--- src/rtl/axi4stream_sink_pkg.sv ---
// Shared types and constants for the AXI4-Stream sink/checker and its LFSR.
package axi4stream_sink_pkg;

    typedef enum logic [1:0] {
        IDLE = 2'd0,
        RUN  = 2'd1,
        DONE = 2'd2
    } state_t;

    localparam logic [15:0] LFSR_TAPS     = 16'hB400;
    localparam logic [15:0] LFSR_SEED_DEF = 16'hACE1;

endpackage

--- src/rtl/axi4stream_sink_chk_lfsr16.sv ---
// 16-bit Galois LFSR with seed load and zero-seed substitution.
// Exposes the next-state value so a caller can register decisions in step with the LFSR.
module lfsr16
    import axi4stream_sink_pkg::*;
#(
    parameter int OW = 16
) (
    input  logic          clk,
    input  logic          rst,
    input  logic          load,
    input  logic [15:0]   seed,
    input  logic          advance,
    output logic [OW-1:0] value_next
);

    logic [15:0] value;
    logic [15:0] nxt;

    // An all-zero state would lock the register, so a zero seed becomes the default.
    always_comb begin
        nxt = value;
        if (load) begin
            nxt = (seed == 16'h0000) ? LFSR_SEED_DEF : seed;
        end else if (advance) begin
            nxt = {1'b0, value[15:1]} ^ (value[0] ? LFSR_TAPS : 16'h0000);
        end
    end

    always_ff @(posedge clk) begin
        if (rst) begin
            value <= LFSR_SEED_DEF;
        end else begin
            value <= nxt;
        end
    end

    assign value_next = nxt[OW-1:0];

endmodule

--- config.mk ---
export PLATFORM = sky130hd
export DESIGN_NAME = lfsr16
export DESIGN_NICKNAME = d
export VERILOG_FILES = /design/src/rtl/axi4stream_sink_pkg.sv /design/src/rtl/axi4stream_sink_chk_lfsr16.sv
export SDC_FILE = /design/constraint.sdc
export NUM_CORES = 1
export LEC_CHECK = 0
export CAP_MARGIN = 40
export CORE_ASPECT_RATIO = 0.5
export CORE_MARGIN = 1
export CORE_UTILIZATION = 29
export DETAILED_ROUTE_END_ITERATION = 8
export PLACE_DENSITY = 0.59
export RECOVER_POWER = 25
export SYNTH_ARGS = -nofsm -noshare
export SYNTH_HDL_FRONTEND = slang
export SYNTH_SLANG_ARGS = --single-unit
--- constraint.sdc ---
create_clock -name clk -period 4.3 [get_ports clk]
set_clock_uncertainty 0.15 [all_clocks]
set_input_delay 0.86 -clock clk [delete_from_list [all_inputs] [get_ports clk]]
set_output_delay 0.86 -clock clk [all_outputs]
set_load 0.01 [all_outputs]
==> qor.yml, run 1 <==
status: "finished, final reports clean"
endpoint_kind: "output port"
port_buffers: 35
top_register: "value"
drv_slew: 0
dr.pass1.iters: 4
holdCritStartpoint: "value[12]$_SDFF_PP0_"
synth_area_per_cell_um2: 9.65
rows: 13
cap_violations: 0
ctsResizeCount: 0
total_power_mw: 0.412
yosysSeqAreaShare: 0.353
period_share: 0.901
sequentialPowerShare: 0.404
power_switching_mw: 0.103
fillerInstances: 274
cpPeakStageDelay_ns: 0.54
grt_remaining_overflow: 0
synth_cells: 94
tns_ns: 0
largest_reg_flops: 16
peakVddDrop_uv: 124
grt_use_total: 0.152
antenna_found_initial: 0
r2r_cells: 3
crit_required_ns: 3.29
worstSetupStartpointType: "input port"
path_buf_inv: 2
slowest_stage: "clkdlybuf4s50_1"
wirelength_um: 2250
rsz0062_at_grt: "no"
ff_latch_area_um2: 320
reg_top3: "value x16"
dpl.hpwl_um: 1780
power_density_mw_per_mm2: 312
multi_input_comb_area_um2: 527
postCtsSetupBuffers: 0
cts_root_buffer: "clkbuf_8"
cell_internal_pwr_mw: 0.308
die_w_um: 81.1
clkLatencyLatePin_ns: 0.25
drt_iter0_drc: 52
cp_max_fo: 8
clkPwrFrac: 0.320
power.leakage_nw: 0.487
worstHoldPathType: "flop to flop"
core_region_area_mm2: 0.00278
htreeDepth: 1
fmax_mhz: 258
grt_pass1_wl_um: 3840
cts_sinks: 16
grt_max_degree: 20
switching_share: 0.251
layout_common_cells: "clkdlybuf4s50_1 (33), dfxtp_1 (16), mux2i_1 (8), nand2_1 (8), o21ai_0 (8)"
setup-violations-final: 0
numCtsBuffers: 3
cp-startpoint: "seed[8]"
layout_commonest_cell: "clkdlybuf4s50_1"
clk_pin_slew_ns: 0.06
drc_errors: 0
crit_arrival_ns: 2.86
antenna_left: 0
yosys_warnings: 0
fin_crit_ns: 3.87
critPathKind: "input port to output port"
io_pins: 36
pwr-share-comb: 0.276
ys_ff_latch: 16
wl_per_cell_um: 13.7
finalWeightedCongestion: 0.713
worst_path_most_repeated_cell: "clkdlybuf4s50_1"
r2r-start: "value[0]$_SDFF_PP1_"
cts-hold-fix-buffers: 0
dieArea_mm2: 0.00337
grt_pass1_vias: 826
setup_slack_ns: 0.426
die_y_um: 41.5
post_synth_num_cell_types: 26
drive_gt1_frac: 0.150
pre_cts_slack_ns: 0.410
path_depth: 5
syn_area_um2: 907
initial_core_util: 0.326
antenna_cells: 0
syn2layout_area_growth_pct: 45.2
cts_tree: "done"
relSlewSlack: 0.660
synth_nets: 114
crit_family: "buffers and inverters"
vias_per_cell: 4.92
routed-via-count: 807
path_cells: "clkdlybuf4s50_1 -> nor4_1 -> a41o_2 -> o22a_1 -> clkdlybuf4s50_1"
nets: 148
hold_depth: 2
worst_pin_slew_ns: 0.506
cts_max_path_buffers: 2
finalHoldViolations: 0
[final timing paths]
check,slack [ns],end
max,0.43,value_next[5]
min,0.42,value[12]$_SDFF_PP0_
max reg2reg,3.10,value[13]$_SDFF_PP1_
min reg2reg,0.42,value[12]$_SDFF_PP0_
[synthesized netlist by cell type (all sizes together)]
| cell type | number | area share |
|---|---|---|
| mux2i | 8 | 0.088 |
| dfxtp | 16 | 0.35 |
| nor2b | 7 | 0.048 |
| xor2 | 1 | 0.0097 |
| or2 | 1 | 0.0069 |
| o22a | 8 | 0.079 |
| mux2 | 6 | 0.074 |
| xnor2 | 2 | 0.019 |
| a41o | 1 | 0.012 |
| and4 | 1 | 0.0097 |
| o22ai | 1 | 0.0069 |
| clkbuf | 2 | 0.0096 |
| nand2b | 1 | 0.0069 |
| a21oi | 2 | 0.011 |
| o21ai | 8 | 0.044 |
| nor4 | 4 | 0.028 |
| inv | 1 | 0.0041 |
| nand2 | 8 | 0.033 |
| o32a | 8 | 0.095 |
| nor2 | 2 | 0.0083 |
| buf | 6 | 0.052 |
[per-layer routing]
metal	wire length (µm)	track usage	up-vias
li1	-	-	423
met1	1190	0.211	368
met2	943	0.224	14
met3	89	0.0462	2
met4	21	0.0429	0
met5	0	0	-
[logic make-up (layout without fill, tap and decap cells)]
logic type	Yosys count	in the layout	synth area share
AO/OA/AOI/OAI	28	28	0.248
XOR/XNOR	3	3	0.0290
buffers and inverters	9	42	0.0662
flip-flops	16	16	0.353
multiplexers	14	14	0.163
AND/OR/NAND/NOR	24	24	0.141
[power groups by stage]
stage	Sequential (mW)	Clock (mW)	Combinational [mW]
3_3_place_gp	0.169	0	0.116
4_1_cts	0.166	0.135	0.115
5_1_grt	0.168	0.142	0.124
6_report	0.166	0.132	0.114
2_1_floorplan	0.167	0	0.0599
3_5_place_dp	0.170	0	0.114
[per-stage QoR]
step	instance area [µm²]	utilization	hold slack, ns	instances
2_1_floorplan	907	-	0.363	94
3_3_place_gp	1260	0.454	0.402	160
3_5_place_dp	1260	0.454	0.410	160
4_1_cts	1320	0.474	0.429	164
5_1_grt	1320	0.474	0.457	164
6_report	1320	0.474	0.421	164
[layout make-up]
type,count,share of cell area
multi-input cells,69,0.400
inverters,1,0.00285
clock buffers,4,0.0418
well taps,37,0.0351
repair buffers,37,0.277
flip-flops and latches,16,0.243
[worst min-delay path, delay by kind of cell, from the launching register on]
family / cells / cell delay (ns)
mux: 1 / 0.08
flops: 1 / 0.32
compound gates: 1 / 0.13
(Power assumes the default switching activity.)
==> run 2, diff against run 1 <==
--- a/config.mk
+++ b/config.mk
@@ -5,7 +5,6 @@
 export SDC_FILE = /design/constraint.sdc
 export NUM_CORES = 1
 export LEC_CHECK = 0
-export CAP_MARGIN = 40
 export CORE_ASPECT_RATIO = 0.5
 export CORE_MARGIN = 1
 export CORE_UTILIZATION = 29
==> results of run 2 <==
No change in the layout: final DEF, timing and power equal those of run 1.
==> run 3, diff against run 2 <==
--- a/config.mk
+++ b/config.mk
@@ -8,6 +8,7 @@
 export CORE_ASPECT_RATIO = 0.5
 export CORE_MARGIN = 1
 export CORE_UTILIZATION = 29
+export CTS_BUF_LIST = sky130_fd_sc_hd__clkbuf_16
 export DETAILED_ROUTE_END_ITERATION = 8
 export PLACE_DENSITY = 0.59
 export RECOVER_POWER = 25
==> run 3 against run 2 <==
Utilization rose by 0.85 points. Sequential share of layout area is 0.43 points lower. Die area stayed put. Flip-flop and latch count unchanged. Maximum frequency decreased by 0.62%. Count of clock-buffer cells in the layout fell by 1. Non-clock buffer count is the same. Sequential power about the same. Wire length grew 2.0%. Hold slack worse by 0.0045 ns. Largest power group is now the clock network.
==> qor.yml, run 3 (same netlist as run 1, synthesis figures left out) <==
die_y_um: 41.5
layout_commonest_cell: "clkdlybuf4s50_1"
postCtsSetupBuffers: 0
setup-violations-final: 0
port_buffers: 35
grt_max_degree: 20
ctsResizeCount: 0
antenna_left: 0
grt_pass1_vias: 830
cts_root_buffer: "clkbuf_16"
drv_slew: 0
worstSetupStartpointType: "input port"
die_w_um: 81.1
crit_arrival_ns: 2.89
dr.pass1.iters: 5
numCtsBuffers: 3
core_region_area_mm2: 0.00278
top_register: "value"
dieArea_mm2: 0.00337
worst_pin_slew_ns: 0.530
status: "finished, final reports clean"
syn2layout_area_growth_pct: 47.9
vias_per_cell: 5.05
peakVddDrop_uv: 149
largest_reg_flops: 16
endpoint_kind: "output port"
initial_core_util: 0.326
period_share: 0.907
antenna_found_initial: 0
grt_remaining_overflow: 0
rsz0062_at_grt: "no"
cts_sinks: 16
fin_crit_ns: 3.90
wirelength_um: 2290
power_density_mw_per_mm2: 343
grt_use_total: 0.156
drt_iter0_drc: 46
rows: 13
dpl.hpwl_um: 1780
drc_errors: 0
cts_tree: "done"
total_power_mw: 0.461
htreeDepth: 1
cap_violations: 0
layout_common_cells: "clkdlybuf4s50_1 (33), dfxtp_1 (16), mux2i_1 (8), nand2_1 (8), o21ai_0 (8)"
cts-hold-fix-buffers: 0
cts_max_path_buffers: 2
worstHoldPathType: "flop to flop"
crit_required_ns: 3.29
clk_pin_slew_ns: 0.05
fmax_mhz: 256
io_pins: 36
nets: 148
drive_gt1_frac: 0.142
antenna_cells: 0
relSlewSlack: 0.643
power.leakage_nw: 0.497
critPathKind: "input port to output port"
tns_ns: 0
grt_pass1_wl_um: 3860
clkLatencyLatePin_ns: 0.25
wl_per_cell_um: 14.0
routed-via-count: 828
reg_top3: "value x16"
finalHoldViolations: 0
cp_max_fo: 8
finalWeightedCongestion: 0.713
## run 3: cell types whose count changed in the layout (fill, tap and decap cells not counted), sizes merged
cell and change:
clkbuf -1, clkinv +1
## run 3: area by class of cell
cell class / count / area (µm²)
clock buffer: 3 / 75.1
multi-input combinational: 69 / 527
sequential: 16 / 320
inverter: 1 / 3.75
timing repair buffer: 37 / 365
clock inverter: 1 / 3.75
fill: 273 / 1440
tap: 37 / 46.3
## run 3: path summary, 6_finish.rpt
path / start / endpoint / slack, ns / cells past startpoint
worst max register to register: value[0]$_SDFF_PP1_ / value[13]$_SDFF_PP1_ / 3.12 / 3
worst max-delay path: seed[8] / value_next[13] / 0.40 / 5
worst min-delay path: value[12]$_SDFF_PP0_ / value[12]$_SDFF_PP0_ / 0.42 / 2
worst min register to register: value[12]$_SDFF_PP0_ / value[12]$_SDFF_PP0_ / 0.42 / 2
## run 3: per-layer routing
metal	track usage	wire (µm)	up-vias	share of wire
li1	-	-	423	-
met2	0.224	974	17	0.42
met5	0	0	-	0
met3	0.0527	85	2	0.037
met4	0.0643	14	0	0.0061
met1	0.211	1220	386	0.53
## run 3: report_power, final
part	switching, mW	total (mW)	internal [mW]
registers	0.00700	0.167	0.160
clock network	0.0568	0.180	0.123
logic	0.0460	0.114	0.0681
## run 3: worst max-delay path: stages
cell and delay (ns):
clkdlybuf4s50_1 0.43, nor4_1 0.52, a41o_2 0.39, o22a_1 0.17, clkdlybuf4s50_1 0.53
## run 3: stage by stage
stage                     hold slack, ns  instance area, µm²  utilization  setup WS [ns]  instances
after floorplan                    0.363                 907            -           1.61         94
after global placement             0.402                1260        0.454          0.418        160
after detailed placement           0.410                1260        0.454          0.410        160
after CTS                          0.425                1340        0.482          0.411        164
after global routing               0.453                1340        0.482          0.290        164
final                              0.416                1340        0.482          0.401        164
